[src/rtl/spi_host_param.sv]
// ============================================================================
//  Module   : spi_host_param
//  Purpose  : Parameterisable single-word SPI host for OLED-style peripherals.
//             Runs one transfer of DATA_W bits per accepted request, with
//             selectable clock polarity, clock phase and bit order, plus a
//             registered data/command flag.
//  Ports    : clk_i        - clock, all logic on rising edge
//             rst_ni       - asynchronous active-low reset
//             start_i      - transfer request (accepted when ready_o=1)
//             data_i       - payload, captured at accept
//             dc_i         - data/command flag, captured at accept
//             cpol_i       - clock polarity, captured at accept (live in IDLE)
//             cpha_i       - clock phase, captured at accept
//             lsb_first_i  - 1 = LSB first, captured at accept
//             ready_o      - high only while idle
//             done_o       - one-cycle pulse in the first idle cycle
//             ncs_o        - chip select, active low
//             sclk_o       - serial clock
//             sdo_o        - serial data out
//             dc_o         - captured data/command flag
//  Revision : 1.0 - initial release
// ============================================================================
`default_nettype none

module spi_host_param #(
    parameter int DATA_W  = 8,
    parameter int CLK_DIV = 10,
    parameter int CS_HOLD = 3
) (
    input  logic              clk_i,
    input  logic              rst_ni,
    input  logic              start_i,
    input  logic [DATA_W-1:0] data_i,
    input  logic              dc_i,
    input  logic              cpol_i,
    input  logic              cpha_i,
    input  logic              lsb_first_i,
    output logic              ready_o,
    output logic              done_o,
    output logic              ncs_o,
    output logic              sclk_o,
    output logic              sdo_o,
    output logic              dc_o
);

    localparam int c_half_int = CLK_DIV / 2;
    localparam int c_cnt_max  = (CLK_DIV > CS_HOLD) ? CLK_DIV : CS_HOLD;
    localparam int CW         = $clog2(c_cnt_max + 1);
    localparam int BW         = (DATA_W > 1) ? $clog2(DATA_W) : 1;

    localparam logic [CW-1:0] c_cnt_one     = CW'(1);
    localparam logic [CW-1:0] c_half        = CW'(c_half_int);
    localparam logic [CW-1:0] c_half_last   = CW'(c_half_int - 1);
    localparam logic [CW-1:0] c_period_last = CW'(CLK_DIV - 1);
    localparam logic [CW-1:0] c_hold_last   = CW'(CS_HOLD - 1);
    localparam logic [BW-1:0] c_bit_one     = BW'(1);
    localparam logic [BW-1:0] c_bit_last    = BW'(DATA_W - 1);

    localparam logic [1:0] c_IDLE   = 2'd0;
    localparam logic [1:0] c_SETUP  = 2'd1;
    localparam logic [1:0] c_SHIFT  = 2'd2;
    localparam logic [1:0] c_HOLDCS = 2'd3;

    logic [1:0]        r_state;
    logic [CW-1:0]     r_cnt;
    logic [BW-1:0]     r_bit;
    logic [DATA_W-1:0] r_shift;
    logic              r_cpol, r_cpha, r_lsb, r_dc;
    logic              r_done, r_ncs, r_sclk, r_sdo;

    logic [1:0]        w_state_nx;
    logic [CW-1:0]     w_cnt_nx;
    logic [BW-1:0]     w_bit_nx;
    logic [DATA_W-1:0] w_shift_nx;
    logic              w_cpol_nx, w_cpha_nx, w_lsb_nx, w_dc_nx, w_done_nx;
    logic              w_sclk_nx, w_sdo_nx;

    // Next-state and counter logic. Counters restart at 0 on every phase
    // change so each phase lasts exactly its terminal count + 1 cycles.
    always_comb begin
        w_state_nx = r_state;
        w_cnt_nx   = r_cnt;
        w_bit_nx   = r_bit;
        w_shift_nx = r_shift;
        w_cpol_nx  = r_cpol;
        w_cpha_nx  = r_cpha;
        w_lsb_nx   = r_lsb;
        w_dc_nx    = r_dc;
        w_done_nx  = 1'b0;
        case (r_state)
            c_IDLE: begin
                if (start_i) begin
                    w_state_nx = c_SETUP;
                    w_cnt_nx   = '0;
                    w_bit_nx   = '0;
                    w_shift_nx = data_i;
                    w_cpol_nx  = cpol_i;
                    w_cpha_nx  = cpha_i;
                    w_lsb_nx   = lsb_first_i;
                    w_dc_nx    = dc_i;
                end
            end
            c_SETUP: begin
                if (r_cnt == c_half_last) begin
                    w_state_nx = c_SHIFT;
                    w_cnt_nx   = '0;
                end else begin
                    w_cnt_nx = r_cnt + c_cnt_one;
                end
            end
            c_SHIFT: begin
                if (r_cnt == c_period_last) begin
                    w_cnt_nx = '0;
                    if (r_bit == c_bit_last) begin
                        w_state_nx = c_HOLDCS;
                        w_bit_nx   = '0;
                    end else begin
                        w_bit_nx   = r_bit + c_bit_one;
                        w_shift_nx = r_lsb ? (r_shift >> 1) : (r_shift << 1);
                    end
                end else begin
                    w_cnt_nx = r_cnt + c_cnt_one;
                end
            end
            default: begin
                if (r_cnt == c_hold_last) begin
                    w_state_nx = c_IDLE;
                    w_cnt_nx   = '0;
                    w_done_nx  = 1'b1;
                end else begin
                    w_cnt_nx = r_cnt + c_cnt_one;
                end
            end
        endcase
    end

    // Output values are derived from the next state so the registered
    // outputs line up with the state they belong to. In SHIFT the first half
    // of a bit period is at cpol (cpha=0) or ~cpol (cpha=1).
    always_comb begin
        w_sclk_nx = w_cpol_nx;
        w_sdo_nx  = 1'b1;
        if (w_state_nx == c_SHIFT) begin
            w_sclk_nx = w_cpol_nx ^ ((w_cnt_nx < c_half) ? w_cpha_nx : ~w_cpha_nx);
        end
        if ((w_state_nx == c_SETUP) || (w_state_nx == c_SHIFT)) begin
            w_sdo_nx = w_lsb_nx ? w_shift_nx[0] : w_shift_nx[DATA_W-1];
        end
    end

    always_ff @(posedge clk_i or negedge rst_ni) begin
        if (!rst_ni) begin
            r_state <= c_IDLE;
            r_cnt   <= '0;
            r_bit   <= '0;
            r_shift <= '0;
            r_cpol  <= 1'b0;
            r_cpha  <= 1'b0;
            r_lsb   <= 1'b0;
            r_dc    <= 1'b0;
            r_done  <= 1'b0;
            r_ncs   <= 1'b1;
            r_sclk  <= 1'b0;
            r_sdo   <= 1'b1;
        end else begin
            r_state <= w_state_nx;
            r_cnt   <= w_cnt_nx;
            r_bit   <= w_bit_nx;
            r_shift <= w_shift_nx;
            r_cpol  <= w_cpol_nx;
            r_cpha  <= w_cpha_nx;
            r_lsb   <= w_lsb_nx;
            r_dc    <= w_dc_nx;
            r_done  <= w_done_nx;
            r_ncs   <= (w_state_nx == c_IDLE);
            r_sclk  <= w_sclk_nx;
            r_sdo   <= w_sdo_nx;
        end
    end

    // While idle the clock follows the live polarity input so the bus
    // already sits at the right level before the next accept.
    assign ready_o = (r_state == c_IDLE);
    assign sclk_o  = (r_state == c_IDLE) ? cpol_i : r_sclk;
    assign done_o  = r_done;
    assign ncs_o   = r_ncs;
    assign sdo_o   = r_sdo;
    assign dc_o    = r_dc;

endmodule

`default_nettype wire

[config.mk]
export PLATFORM = sky130hd
export DESIGN_NAME = spi_host_param
export DESIGN_NICKNAME = d
export VERILOG_FILES = /design/src/rtl/spi_host_param.sv
export SDC_FILE = /design/constraint.sdc
export NUM_CORES = 1
export LEC_CHECK = 0
export ABC_AREA = 1
export BUFFER_PORTS_ARGS = -buffer_cell sky130_fd_sc_hd__buf_2
export CAP_MARGIN = 20
export CORE_UTILIZATION = 45
export DETAILED_ROUTE_END_ITERATION = 8
export HOLD_SLACK_MARGIN = 0.08
export PLACE_DENSITY = 0.65
export SYNTH_ARGS = -nofsm -noshare
export SYNTH_HDL_FRONTEND = slang
export SYNTH_SLANG_ARGS = --single-unit
[constraint.sdc]
create_clock -name clk_i -period 2.56 [get_ports clk_i]
set_input_delay 0.256 -clock clk_i [delete_from_list [all_inputs] [get_ports clk_i]]
set_output_delay 0.256 -clock clk_i [all_outputs]
set_load 0.1 [all_outputs]
# [Word level (Yosys, flattened, before mapping)]
# Index checks and enable logic that the tools add are counted.
[classes] n_addsub=2 magnitude_cmp=1 eq_ne=11 muxes=33 n_bitwise=2 n_reduce_logical=8
[ops] op="2-to-1 mux 8 bit" count=4
[ops] op="2-to-1 mux 4 bit" count=4
[ops] op="case mux 8 bit (2 select lines)" count=1
[ops] op="2-to-1 mux 1 bit" count=13
[ops] op="case mux 4 bit (3 select lines)" count=1
[ops] op="2-to-1 mux 2 bit" count=5
[ops] op="2-to-1 mux 3 bit" count=3
[ops] op="inequality test 2 bit (second input constant)" count=3
[ops] op="case mux 2 bit (3 select lines)" count=1
[ops] op="case mux 3 bit (2 select lines)" count=1
[ops] op="adder 4 x 1 -> 4 bit (second input constant)" count=1
[ops] op="== test 2 x 1 -> 1 bit (second input constant)" count=2
[ops] op="== test 2 bit (second input constant)" count=2
[ops] op="== test 4 x 2 -> 1 bit (second input constant)" count=1
[ops] op="== test 4 x 3 -> 1 bit (second input constant)" count=1
[ops] op="== test 4 bit (second input constant)" count=1
[ops] op="logical NOT 2 bit" count=2
[ops] op="less-than comparator 4 x 3 -> 1 bit (second input constant)" count=1
[ops] op="AND reduction 4 bit" count=1
[ops] op="adder 3 x 1 -> 3 bit (second input constant)" count=1
[ops] op="== test 3 bit (second input constant)" count=1
[ops] op="AND reduction 3 bit" count=1
[ops] op="OR reduction 3 bit" count=1
[ops] op="AND reduction 2 bit" count=1
[ops] op="4 further kinds" count=4
[word_totals] regBits=25 in_bits=15 out_inout_bits=6 elab_cells=70

# [Depth between registers and ports, before layout]
[depth] word_depth=7 depth_mapped=14 mapped_depth_nobuf=14

# [Least setup slack after synthesis]
# No wires, ideal clock.
[synth_timing] path_type="reg2out" from="register r_state[1]" to="output sclk_o" arrival_time_ns=3.239 required_ns=2.304 path_slack_ns=-0.935 stages_incl_launch_ff=4 path_buffers=0 path_cell_list="dfrtp_1 nor2_4 inv_4 o21ai_0"
[synth_between] elab_chain_cells=2
[synth_rtl] item="start, declared" line="64" source="logic [1:0] r_state;"
[synth_rtl] item="start signal, assigned" line="153" source="r_state <= c_IDLE;"
[synth_rtl] item="start signal, assigned" line="166" source="r_state <= w_state_nx;"
[synth_rtl] item="logical NOT 2 bit"
[synth_rtl] item="net ready_o" line="38" source="output logic ready_o,"
[synth_rtl] item="2-to-1 mux 1 bit" line="184" source="assign sclk_o = (r_state == c_IDLE) ? cpol_i : r_sclk;"
[synth_rtl] item="end, declared" line="41" source="output logic sclk_o,"
# The timed path passes the listed nets, and every way through them passes these cells.

# [Worst setup path after layout]
[layout_timing] from="register r_state[1]" to="register r_sdo, in the netlist sdo_o"
[layout_between] word_cells_on_any_way=16 classes_between="4 x eq/ne; 10 x mux; 2 x reduce/logical"
[layout_rtl] item="== test 2 bit, or another cell as far along" line="90" source="case (r_state)"
[layout_rtl] item="case mux 2 bit (3 select lines) *" line="90"
[layout_rtl] item="net w_state_nx[0]" line="71" source="logic [1:0] w_state_nx;"
[layout_rtl] item="== test 2 x 1 -> 1 bit or == test 2 bit (tied branches)" line="146" source="if ((w_state_nx == c_SETUP) || (w_state_nx == c_SHIFT)) begin"
[layout_rtl] item="logical OR 1 bit *" line="146"
[layout_rtl] item="2-to-1 mux 1 bit *" line="146"
[layout_rtl] item="net w_sdo_nx" line="76" source="logic w_sclk_nx, w_sdo_nx;"
[layout_rtl] item="end signal, assigned" line="177" source="r_sdo <= w_sdo_nx;"
[layout_rtl] item="end, declared" line="69" source="logic r_done, r_ncs, r_sclk, r_sdo;"
# The timed path passes the listed nets; every way through them passes the cells marked *.
# A chain may end at the register's enable or synchronous reset.

==> impl_metrics.ini <==
[logic_synthesis]
syn_avg_cell_area_um2 = 8.412
ys_seq_area_frac = 0.4218
syn_area_um2 = 1489
ys_ff_latch = 25
yosys_warnings = 0
synth_cell_types = 29
synthCells = 177
synth_nets = 200

[clock_tree]
insertion_delay_ps = 300
htree_num_levels = 1
cts_tree = yes
clkSinkCount = 25
cts-resized-gates = 0
cts_buffers = 3
clk_path_buf_depth = 2
cts_root_buffer = clkbuf_4
clkTransAtPathRegs_ps = 130

[floorplan]
die_y_um = 59.52
die-area_um2 = 3543
chipWidth_um = 59.52
core_um2 = 3103
initial_utilization = 0.4798
rows = 20
pin_count = 21

[grt]
grt_usage = 0.1869
grt_antenna_before_repair = 0
grt_pass1_vias = 1139
grt_max_degree = 26
grt_pass1_wl_mm = 5.071
grt_overflow = 0

[timing]
clock_skew_ps = 2.579
rsz0062_at_grt = false
post-route-min-period_ps = 2038
tns_ps = 0
relSlewSlack = 0.6441
fin_hold_ws_ps = 141.4
fmax_mhz = 490.6
tightest_slew_ps = 533.9
setup_viol = 0
slew_violations = 0
final.period_utilization = 0.7962
worst_slack_ps = 521.8
hold_viol = 0

[layout]
synthToLayoutAreaGrowth_pct = 11.43
fin_util = 0.5347
seq_area_um2 = 628.1
num-fill-cells = 320
mostFrequentLayoutCells = nand2_1 (39), inv_1 (30), nand3_1 (23), dfrtp_1 (23), buf_2 (20)
insertedDiodeCount = 0
mostFrequentLayoutCell = nand2_1
nets = 223
multi_input_area_um2 = 711.9
drive_gt1_frac = 0.2111

[power]
p_leak_nw = 0.8191
vdd_drop_max_uv = 242.8
power_mw = 0.6649
power_density_nw_per_um2 = 400.7

[routing]
viasPerCell = 4.975
routed_wl_mm = 2.889
first_pass_iters = 4
vias = 1209
route.detailed.drc = 0
wire_per_inst_um = 11.89
antenna_left = 0
dr.first_iter.drc_count = 30

[worst_setup_path]
crit_type = reg2reg
cp_max_fo = 11
startpoint_type = flop
worstSetupStartpoint = r_state[1]
rrSetupSlack_ps = 520
worstPathArrival_ps = 2290
reg2reg_depth = 11
reg2reg_from = r_state[1]
critPathRequiredTime_ps = 2810
critPathCaptureType = flop

[placed_design]
pre_cts_ws_ps = 522.4
hpwl_mm = 2.302
gp_congestion = 0.8539
io_buffers = 20

[min_path]
hold_path.class = in2reg
hold_depth = 3
min_from = dc_i

[run]
timing.max_cap.violations = 0

[run_status]
status = completed
-- cell usage after synthesis (all sizes together) --
| library cell | instances | area, um2 |
|---|---|---|
| a21oi | 4 | 23.77 |
| a31oi | 1 | 6.260 |
| buf | 2 | 22.52 |
| clkbuf | 1 | 3.750 |
| dfrtp | 23 | 575.6 |
| dfstp | 2 | 52.55 |
| ha | 8 | 100.1 |
| inv | 33 | 126.4 |
| nand2 | 40 | 152.6 |
| nand3 | 23 | 115.1 |
| nand4 | 3 | 33.78 |
| nor2 | 12 | 85.08 |
| nor3 | 1 | 5.000 |
| o211ai | 14 | 110.1 |
| o21a | 1 | 7.510 |
| o21ai | 6 | 45.04 |
| or2 | 1 | 6.260 |
| xor2 | 2 | 17.52 |
-- final timing paths --
path | to
max | sdo_o
min | dc_o
max reg2reg | sdo_o
min reg2reg | dc_o
max in group asynchronous | sdo_o
min in group asynchronous | r_shift[3]
-- cells by family after synthesis --
| group | Yosys count | synth area share |
|---|---|---|
| buffers and inverters | 36 | 0.1025 |
| adder cells (fa/ha/maj) | 8 | 0.06723 |
| AND/OR/NAND/NOR | 80 | 0.2672 |
| AO/OA/AOI/OAI | 26 | 0.1294 |
| flip-flops | 25 | 0.4218 |
| XOR/XNOR | 2 | 0.01177 |
-- power by group --
group / leakage (nW) / internal, mW / switching [mW]
Combinational: 0.510 / 0.0220 / 0.0579
Sequential: 0.292 / 0.409 / 0.00572
Clock: 0.0177 / 0.0582 / 0.112
Total: 0.819 / 0.489 / 0.176
-- final cells by class --
type                            instances  share of cell area
Clock buffer                            3             0.01357
Multi-Input combinational cell        116              0.4291
Clock inverter                          1            0.003017
Sequential cell                        25              0.3786
Timing Repair Buffer                   21             0.06637
Tap cell                               44             0.03318
Inverter                               33             0.07617
-- what timing repair did --
action / in CTS / in global routing
hold endpoints to repair: 23 / 0
buffers inserted: 0 / 0
hold buffers: 1 / 0
-- sequential cells by signal, summed over array words and instances (netlist names) --
register and cells:
done_o 1, r_cpol 1, r_lsb 1, r_state 2
r_cpha 1, r_bit 3, ncs_o 1, sdo_o 1
r_cnt 4, r_shift 8, r_sclk 1, dc_o 1
-- metrics by stage --
stage / area, um2 / std cells
CTS: 1659 / 243
floorplan: 1493 / 177
detailed placement: 1622 / 238
global placement: 1622 / 238
global route: 1659 / 243
finish: 1659 / 243
-- worst max-delay path: stages (launching register included) --
cell and delay (ps):
dfrtp_1 470, nor2_4 210, inv_4 70, nor2_4 230, inv_2 170, nand3_1 100
nor2_1 50, nor2_1 110, inv_1 90, ha_1 310, a21oi_1 120, nand2_1 60
-- metal layers --
layer,vias up,GRT usage,share of wire
met1,572,0.2627,0.50
met5,-,0,0
met2,18,0.3066,0.46
li1,617,-,-
met3,2,0.02620,0.030
met4,0,0.03987,0.0073
Note: power is estimated with default switching activity, not from simulation.
